===== src/rtl/prd_freq_div_pkg.sv =====
// ---------------------------------------------------------------------------
// prd_freq_div_pkg
// Shared definitions for the period-measurement chain: the divider FSM state
// encoding, the default operand width and constant dividend (microseconds per
// second), and the quotient saturation value.
// The period counter and the scaling stage import the same defaults, so all
// three blocks agree on the width of prd and of the frequency result.
// ---------------------------------------------------------------------------
package prd_freq_div_pkg;

    // Divider FSM states. The unused code 2'b11 falls back to IDLE.
    typedef enum logic [1:0] {
        IDLE = 2'b00,
        OP   = 2'b01,
        DONE = 2'b10
    } prd_state_t;

    // Default operand/result width; matches the period counter's prd output.
    localparam int PRD_W    = 20;

    // Constant dividend: microseconds per second. It must fit in PRD_W bits.
    localparam int PRD_DVND = 1_000_000;

    // All-ones quotient. Reported on divide-by-zero and used as the rounding
    // saturation limit.
    localparam logic [PRD_W-1:0] PRD_QUO_SAT = {PRD_W{1'b1}};

endpackage : prd_freq_div_pkg


===== src/rtl/prd_div_step.sv =====
// ---------------------------------------------------------------------------
// prd_div_step
// Combinational leaf that performs one restoring-division iteration. It
// shifts the next dividend bit into the partial remainder, compares against
// the divisor, and subtracts when the divisor fits.
// Ports:
//   i_r      W-bit partial remainder from the previous iteration
//   i_msb    dividend bit shifted in on this iteration
//   i_dvsr   W-bit divisor
//   o_r_next W-bit partial remainder after this iteration
//   o_q_bit  quotient bit produced on this iteration
// ---------------------------------------------------------------------------
module prd_div_step #(
    parameter int W = 20
) (
    input  logic [W-1:0] i_r,
    input  logic         i_msb,
    input  logic [W-1:0] i_dvsr,
    output logic [W-1:0] o_r_next,
    output logic         o_q_bit
);

    // The shifted remainder needs one extra bit before the compare.
    logic [W:0] w_r_shift;

    assign w_r_shift = {i_r, i_msb};

    // Compare/subtract. When the divisor fits, the true difference is below
    // the divisor, so it is representable in W bits. The low W bits of the
    // subtraction are therefore exact.
    always_comb begin
        if (w_r_shift >= {1'b0, i_dvsr}) begin
            o_r_next = w_r_shift[W-1:0] - i_dvsr;
            o_q_bit  = 1'b1;
        end else begin
            o_r_next = w_r_shift[W-1:0];
            o_q_bit  = 1'b0;
        end
    end

endmodule : prd_div_step


===== src/rtl/prd_freq_div.sv =====
// ---------------------------------------------------------------------------
// prd_freq_div
// Sequential restoring divider that converts a measured period in
// microseconds into a frequency in Hz: quo = DVND / dvsr.
// It produces one quotient bit per clock, MSB first. Its handshake matches
// the period counter, so the counter's done_tick can drive start directly.
// Ports:
//   clk        system clock
//   reset      synchronous, active-high reset
//   start      launch a division; only sampled while ready=1
//   dvsr       W-bit divisor (period in us), captured when start is accepted
//   ready      high while idle
//   done_tick  one-cycle pulse when quo/rmd/div0 become valid
//   quo        W-bit quotient (frequency in Hz)
//   rmd        W-bit remainder
//   div0       set when the captured divisor was zero
// Optional build macro: PRD_FREQ_DIV_ROUND_EN
//   When defined, the quotient is rounded to nearest on the final iteration.
//   Rounding saturates at all ones. rmd still reports the truncated
//   remainder, and rounding is not applied on the divide-by-zero path.
// ---------------------------------------------------------------------------
module prd_freq_div
    import prd_freq_div_pkg::*;
#(
    parameter int W    = PRD_W,
    parameter int DVND = PRD_DVND
) (
    input  logic         clk,
    input  logic         reset,
    input  logic         start,
    input  logic [W-1:0] dvsr,
    output logic         ready,
    output logic         done_tick,
    output logic [W-1:0] quo,
    output logic [W-1:0] rmd,
    output logic         div0
);

    localparam int           NW        = $clog2(W + 1);
    localparam logic [W-1:0] L_DVND    = W'(DVND);
    localparam logic [W-1:0] L_QUO_SAT = {W{1'b1}};

    prd_state_t    r_state;
    logic [W-1:0]  r_dvsr;
    logic [W-1:0]  r_dvnd;      // dividend, shifting left; quotient bits fill from LSB
    logic [W-1:0]  r_rem;
    logic [NW-1:0] r_n;
    logic          r_done_tick;
    logic [W-1:0]  r_quo;
    logic [W-1:0]  r_rmd;
    logic          r_div0;

    logic [W-1:0]  w_r_next;
    logic          w_q_bit;
    logic [W-1:0]  w_q_final;
    logic [W-1:0]  w_quo_final;

    prd_div_step #(
        .W (W)
    ) u_step (
        .i_r      (r_rem),
        .i_msb    (r_dvnd[W-1]),
        .i_dvsr   (r_dvsr),
        .o_r_next (w_r_next),
        .o_q_bit  (w_q_bit)
    );

    // Quotient as it stands after the current op iteration, with optional
    // round-to-nearest applied. This value is used only on the final iteration.
    always_comb begin
        w_q_final   = {r_dvnd[W-2:0], w_q_bit};
        w_quo_final = w_q_final;
`ifdef PRD_FREQ_DIV_ROUND_EN
        // Round up when the remainder is at least half the divisor:
        // 2*r >= d. The doubled remainder needs W+1 bits.
        if (({w_r_next, 1'b0} >= {1'b0, r_dvsr}) && (w_q_final != L_QUO_SAT)) begin
            w_quo_final = w_q_final + {{(W-1){1'b0}}, 1'b1};
        end else begin
            w_quo_final = w_q_final;
        end
`else
        w_quo_final = w_q_final;
`endif
    end

    // Divider FSM, iteration datapath and registered result outputs.
    always_ff @(posedge clk) begin
        if (reset) begin
            r_state     <= IDLE;
            r_dvsr      <= '0;
            r_dvnd      <= '0;
            r_rem       <= '0;
            r_n         <= '0;
            r_done_tick <= 1'b0;
            r_quo       <= '0;
            r_rmd       <= '0;
            r_div0      <= 1'b0;
        end else begin
            r_done_tick <= 1'b0;
            case (r_state)
                IDLE: begin
                    if (start) begin
                        r_dvsr <= dvsr;
                        r_dvnd <= L_DVND;
                        r_rem  <= '0;
                        r_n    <= NW'(W);
                        if (dvsr == '0) begin
                            // Skip the iterations and report saturation directly.
                            r_state     <= DONE;
                            r_done_tick <= 1'b1;
                            r_quo       <= L_QUO_SAT;
                            r_rmd       <= L_DVND;
                            r_div0      <= 1'b1;
                        end else begin
                            r_state <= OP;
                            r_div0  <= 1'b0;
                        end
                    end else begin
                        r_state <= IDLE;
                    end
                end
                OP: begin
                    r_rem  <= w_r_next;
                    r_dvnd <= {r_dvnd[W-2:0], w_q_bit};
                    r_n    <= r_n - NW'(1);
                    if (r_n == NW'(1)) begin
                        r_state     <= DONE;
                        r_done_tick <= 1'b1;
                        r_quo       <= w_quo_final;
                        r_rmd       <= w_r_next;
                    end else begin
                        r_state <= OP;
                    end
                end
                DONE: begin
                    r_state <= IDLE;
                end
                default: begin
                    r_state <= IDLE;
                end
            endcase
        end
    end

    assign ready     = (r_state == IDLE);
    assign done_tick = r_done_tick;
    assign quo       = r_quo;
    assign rmd       = r_rmd;
    assign div0      = r_div0;

endmodule : prd_freq_div


===== config.mk =====
export PLATFORM = sky130hd
export DESIGN_NAME = prd_freq_div
export DESIGN_NICKNAME = d
export VERILOG_FILES = /design/src/rtl/prd_freq_div_pkg.sv /design/src/rtl/prd_div_step.sv /design/src/rtl/prd_freq_div.sv
export SDC_FILE = /design/constraint.sdc
export NUM_CORES = 1
export LEC_CHECK = 0
export ABC_AREA = 1
export CAP_MARGIN = 30
export CORE_ASPECT_RATIO = 1.2
export CORE_UTILIZATION = 55
export DETAILED_ROUTE_END_ITERATION = 6
export GPL_ROUTABILITY_DRIVEN = 0
export HOLD_SLACK_MARGIN = 0.06
export PLACE_DENSITY_LB_ADDON = 0.25
export REMOVE_ABC_BUFFERS = 1
export SLEW_MARGIN = 20
export SYNTH_ARGS = -nofsm -noshare
export SYNTH_HDL_FRONTEND = slang
export SYNTH_HIERARCHICAL = 1
export SYNTH_SLANG_ARGS = --single-unit
export TNS_END_PERCENT = 100

===== constraint.sdc =====
create_clock -name clk -period 3.7 [get_ports clk]
set_input_delay 0.74 -clock clk [delete_from_list [all_inputs] [get_ports clk]]
set_output_delay 0.74 -clock clk [all_outputs]
set_load 0.01 [all_outputs]

==> metrics, run 1 <==
post-layout min period 2.63 ns; CP max stage delay 0.43 ns; Critical Path Most Common Cell nor2_1; DPL Wire Length 10100 um; initial antenna violation count 0; Clock Root Buffer clkbuf_16; register bit total from synthesis 108; TritonCTS Buffers 9; IO Count 66; Post-Synth Adder-Cell Area 4.81%; Final Hold Violating Endpoints 0; Synth area leaders dfxtp_1 35%, nand2_1 13%, inv_1 8.2%, nor2_1 7.1%, ha_1 4.5%; Clk Latency, worst-skew pair 0.34 ns; vias in the first global route 5082; P_leak 3.14 nW; Slew Limit Fails 0; number of H-tree levels 3; Post-DP Area 6750 um^2; P&R area growth vs syn 14.9%; PwrDens 491 nW/um^2; Place WS 0.727 ns; mapped cell area 6140 um^2; Critical Path RT 3.94 ns; share of flip-flops with an asynchronous set or reset 0%; Final period util 71.2%; critical path peak fanout 36; Simple-Gate Fraction of Synth Area 31.4%; cell with the most instances after synthesis nand2_1; Port Buf Inserts 65; First-pass DRT Iterations 7; r2r endpoint rmd[16]$_SDFFE_PP0P_; Initial Utilization 57.6%; Worst Path Buf+Inv 1; post-synth top area cell dfxtp_1; first-iteration detailed-routing DRC count 300; min-delay src quo[19]$_SDFFE_PP0P_; Slowest cell on crit path clkdlybuf4s50_1; final worst slack 1.07 ns; Post-route DRC 0; Die Wd 98.5 um; nets 971; vias 5503; layout cell share with drive strength beyond 1 10.4%; fin util 66.1%; GRT Util Overall 25.4%; gr ovfl total 0; routed vias/inst 5.20; worst vdd ir 0.269 mV; measured slew at the worst slew-check pin 0.645 ns; Seq/Total Area, Yosys 35.2%; number of synthesized flops with an enable pin 0; f_max 380 MHz; first-pass GRT wire length 23800 um; compound-cell area share of the yosys netlist 14.0%; critical path type input port to flip-flop; fraction of synthesized area in multiplexers 0%; largest net degree at the start of global routing 47; Post-CTS Hold Fix Bufs 0; number of clock sinks 108; Hold Path Cell Cnt 2; Reg2Reg Depth 17; DRT antenna net count 0; Worst-path clk slew 0.07 ns; WL/cell 13.5 um; CTS tree yes; Worst slew margin 57.0%; crit path cell chain clkdlybuf4s50_1 > nor2_1 > nand2_1 > nor2_1 > nand3_1 > nand2_2 > nand2_4 > nor2_1 > nor2_1; core area 10700 um^2; top cells by count, synth 209 x nand2_1, 134 x inv_1, 116 x nor2_1; # diodes 0; Synth cell types 40; # rows 41; post-CTS setup buffers 0; CTS resizes 0; cell family with most CP delay simple AND/OR/NAND/NOR gates; die area 11600 um^2; Post-Synthesis Cells 881; final setup vio count 0; Synth top area share 35.2%; Overall Power 0.00347 W; WP data arrival 2.87 ns; synth warn 6; Top FF cell, synth dfxtp_1; Worst Hold Endpoint quo[19]$_SDFFE_PP0P_; Synth Area per Inst 6.97 um^2; Clock Tree Buf Depth 2; Worst R2R Setup Slack 1.24 ns; XOR/XNOR Fraction of Synth Area 1.43%; Post-Layout Inst Area 7050 um^2; final WL 14300 um; Max-cap violations 0; origin of the critical flop-to-flop path r_dvnd[19]$_SDFFE_PP0P_; Worst Skew 0.00939 ns; die span in y 118 um; largest family of logic cells by synthesized area simple AND/OR/NAND/NOR gates; setup TNS 0 ns; crit end category flip-flop; worst hold path type flip-flop to flip-flop; crit start category input port; RSZ-0062 raised after global routing false; status completed
-- final cells by class --
class                      instances  area, um^2
clock buffer                      10         239
tap                              129         161
inverter                         141         534
timing repair buffer              72         718
multi-input combinational        593        3170
clock inverter                     6        68.8
fill                             967        3620
sequential                       108        2160
-- kinds of logic after synthesis --
family / after synthesis
AOI/OAI and AO/OA: 126
DFF: 108
adders and majority gates: 23
and+or+nand+nor: 434
buffers and inverters: 180
xor gates and xnor gates: 10
-- layer usage --
layer  wire length [um]  track usage [%]  up-vias
li1                   -                -     2872
met1               6560             32.5     2515
met2               6940             44.4      102
met3                575             3.68       14
met4                221             7.09        0
met5                  0                0        -
-- power by group --
group          internal [W]  switching (W)
combinational      0.000411       0.000743
sequential          0.00126      0.0000606
clock              0.000550       0.000441
-- worst max path at each step --
stage	start	to	cells past startpoint
after global placement	dvsr[1]	rmd[15]$_SDFFE_PP0P_	9
final	dvsr[1]	rmd[15]$_SDFFE_PP0P_	9
after detailed placement	dvsr[1]	rmd[15]$_SDFFE_PP0P_	9
after global routing	dvsr[1]	rmd[15]$_SDFFE_PP0P_	9
after floorplan	r_state[0]$_SDFF_PP0_	rmd[10]$_SDFFE_PP0P_	7
after CTS	dvsr[1]	rmd[15]$_SDFFE_PP0P_	9
-- sequential cells by signal, summed over array words and instances (netlist names) --
| name | count |
|---|---|
| quo | 20 |
| r_dvnd | 20 |
| r_dvsr | 20 |
| r_rem | 20 |
| rmd | 20 |
| r_n | 5 |
| r_state | 2 |
| div0 | 1 |
-- cells in the final DEF (no fill, tap or decap), types with 3 or more instances in the layout --
| cell | netlist | routed |
|---|---|---|
| nand3b_1 | 4 | 4 |
| clkbuf_16 | 0 | 9 |
| a22oi_1 | 20 | 20 |
| dfxtp_1 | 108 | 108 |
| ha_1 | 22 | 22 |
| xor2_1 | 9 | 9 |
| buf_4 | 1 | 6 |
| nor2_2 | 3 | 3 |
| nand3_1 | 40 | 40 |
| inv_1 | 134 | 134 |
| a21oi_1 | 39 | 39 |
| inv_2 | 5 | 5 |
| nand2_2 | 19 | 19 |
| clkdlybuf4s50_1 | 0 | 64 |
| nand4_1 | 29 | 29 |
| o21ai_0 | 26 | 26 |
| nand2_4 | 4 | 4 |
| nand2_1 | 209 | 209 |
| a21oi_2 | 28 | 28 |
| nor2_1 | 116 | 116 |
| a221oi_2 | 6 | 6 |
-- tightest hold or removal path: stages, from the launching register on --
cell and delay (ns):
dfxtp_1 0.31, inv_1 0.06, a21oi_2 0.05
-- through the flow --
step	hold WS [ns]	instances
CTS	0.461	1059
global placement	0.448	1042
finish	0.459	1059
detailed placement	0.448	1043
floorplan	0.435	842
global route	0.478	1059
Note: power is estimated with default switching activity, not from simulation.
==> run 2, diff against run 1 <==
--- a/config.mk
+++ b/config.mk
@@ -8,7 +8,7 @@
 export ABC_AREA = 1
 export CAP_MARGIN = 30
 export CORE_ASPECT_RATIO = 1.2
-export CORE_UTILIZATION = 55
+export CORE_UTILIZATION = 52
 export DETAILED_ROUTE_END_ITERATION = 6
 export GPL_ROUTABILITY_DRIVEN = 0
 export HOLD_SLACK_MARGIN = 0.06
==> constraint.sdc (replaced) <==
create_clock -name clk -period 2.2 [get_ports clk]
set_input_delay 0.44 -clock clk [delete_from_list [all_inputs] [get_ports clk]]
set_output_delay 0.44 -clock clk [all_outputs]
set_load 0.01 [all_outputs]
==> run 2 against run 1 <==
  * The flow now finishes with violations (DRC, setup timing)
  * Flip-flop and latch count stayed put
  * Worst setup slack worse by 1.1 ns
  * Critical path depth is 8 higher
  * Total power is 97% higher
  * Cell count is 9.8% higher
  * Sequential share of layout area is 3.9 points lower
  * Final area is 16% higher
  * Utilization is 5.1 points higher
  * Via count is 11% higher
  * Largest power group is now combinational logic
  * Clock skew is 0.0016 ns lower
  * Clock power is 75% higher
  * Die area is 5.7% higher
==> metrics, run 2 (synthesized netlist as in run 1, its figures left out) <==
GRT Util Overall 27.3%; min-delay src quo[8]$_SDFFE_PP0P_; met3 Use GR 4.32%; net switching fraction of the power 36.7%; post-layout min period 2.24 ns; Placed Cells 1130; Final Hold Violating Endpoints 0; status finished, violations left; nets 1047; WL/cell 14.9 um; origin of the critical flop-to-flop path r_dvsr[8]$_SDFFE_PP0P_; M1 GR Usage 32.8%; TritonCTS Buffers 9; Die Wd 101 um; vias in the first global route 5592; Clk Latency, worst-skew pair 0.35 ns; worst hold path type flip-flop to flip-flop; Worst slew margin 61.7%; die span in y 121 um; Max-cap violations 0; routing usage on met2 48.5%; sequential power share 32.9%; Worst-path clk slew 0.08 ns; worst vdd ir 0.482 mV; die area 12200 um^2; cell internal pwr 0.00431 W; Slew Limit Fails 0; P_leak 3.59 nW; Worst R2R Setup Slack -0.04 ns; Post-route DRC 1; DPL Wire Length 10800 um; commonest cells after routing, fill and taps aside 190 x nand2_1, 129 x inv_1, 104 x nor2_1, 84 x dfxtp_1, 76 x buf_4; Critical Path RT 2.45 ns; number of H-tree levels 3; Post-DP Area 7250 um^2; measured slew at the worst slew-check pin 0.575 ns; largest net degree at the start of global routing 48; initial antenna violation count 0; critical path startpoint r_dvsr[8]$_SDFFE_PP0P_; Final Non-Filler Cells 1163; Post-Layout Inst Area 8200 um^2; PwrDens 832 nW/um^2; logic gate share of total power 41.7%; crit start category flip-flop; final WL 17300 um; Clock Root Buffer clkbuf_16; WP data arrival 2.49 ns; gr ovfl total 0; first-pass GRT wire length 26400 um; First-pass DRT Iterations 7; vias 6118; crit end category flip-flop; critical path peak fanout 8; GRT Max-Usage Layer met2; most common cell after layout, fill and taps aside nand2_1; routed vias/inst 5.26; CTS tree yes; layout cell share with drive strength beyond 1 26.6%; switching pwr 0.00250 W; P&R area growth vs syn 33.5%; final worst slack -0.0448 ns; DRT antenna net count 0; f_max 445 MHz; RSZ-0062 raised after global routing true; core area 11500 um^2; Post-CTS Hold Fix Bufs 0; IO Count 66; Overall Power 0.00682 W; first-iteration detailed-routing DRC count 358; critical path type flip-flop to flip-flop; Clock Tree Buf Depth 2; # rows 43; failing checks DRC, setup timing; number of clock sinks 108; Worst Skew 0.00775 ns; Hold Slack 0.460 ns; Clk pwr share 25.4%; Initial Utilization 53.3%; Final period util 102%; Port Buf Inserts 65; # diodes 0; final setup vio count 5
[run 2: cell types whose count changed in the layout (fill, tap and decap cells not counted), sizes merged]
cell           previous run  this run
inv                     142       144
buf                       8        81
clkbuf                   10        11
clkinv                    4         3
clkdlybuf4s50            64        65
[run 2: power groups by stage]
stage	registers (W)	logic [W]	clock network [W]
floorplan	0.00229	0.00131	0
global placement	0.00226	0.00224	0
detailed placement	0.00226	0.00225	0
CTS	0.00222	0.00232	0.00175
global route	0.00226	0.00308	0.00182
finish	0.00224	0.00285	0.00173
[run 2: final timing paths]
| kind | end | cells after the start |
|---|---|---|
| setup / recovery | rmd[8]$_SDFFE_PP0P_ | 17 |
| hold / removal | quo[8]$_SDFFE_PP0P_ | 2 |
| setup reg to reg | rmd[8]$_SDFFE_PP0P_ | 17 |
| hold reg to reg | quo[8]$_SDFFE_PP0P_ | 2 |
[run 2: routing by layer]
| metal | routed length [um] | up-vias |
|---|---|---|
| met1 | 7150 | 2839 |
| met2 | 8600 | 191 |
| met3 | 869 | 57 |
| li1 | - | 3031 |
| met4 | 712 | 0 |
| met5 | 0 | - |
[run 2: stage by stage]
step / TNS, ns / utilization (%) / setup WS (ns)
floorplan: -4.41 / - / -0.117
global placement: -0.0170 / 62.9 / -0.0170
detailed placement: 0 / 62.9 / 0.00193
CTS: 0 / 66.6 / 0.00684
global route: -3.54 / 71.2 / -0.181
finish: -0.110 / 71.2 / -0.0448
[run 2: repair_timing]
action / CTS / global route
setup endpoints to repair: 9 / 41
gates cloned: 0 / 2
setup buffers: 1 / 14
pin swaps: 2 / 11
gates resized for setup: 10 / 100
[run 2: area by class of cell]
cell class,count,area (um^2)
fill,913,3310
timing repair buffer,147,1340
multi-input combinational,593,3600
clock inverter,6,76.3
inverter,141,546
clock buffer,10,239
timing repair inverter,1,8.76
sequential,108,2190
tap,157,196
[run 2: worst max-delay path, stage by stage (launching register included)]
cell       delay, ns
dfxtp_2         0.35
inv_1           0.06
ha_4            0.24
nand2_2         0.12
inv_1           0.06
nand2_1         0.10
nand2_2         0.10
a21oi_4         0.18
nand2_4         0.09
nand2_4         0.09
nand2_8         0.11
clkbuf_16       0.19
nand2_1         0.07
nand2_1         0.07
nand2_1         0.10
inv_1           0.06
nor2_1          0.10
nor2_1          0.05
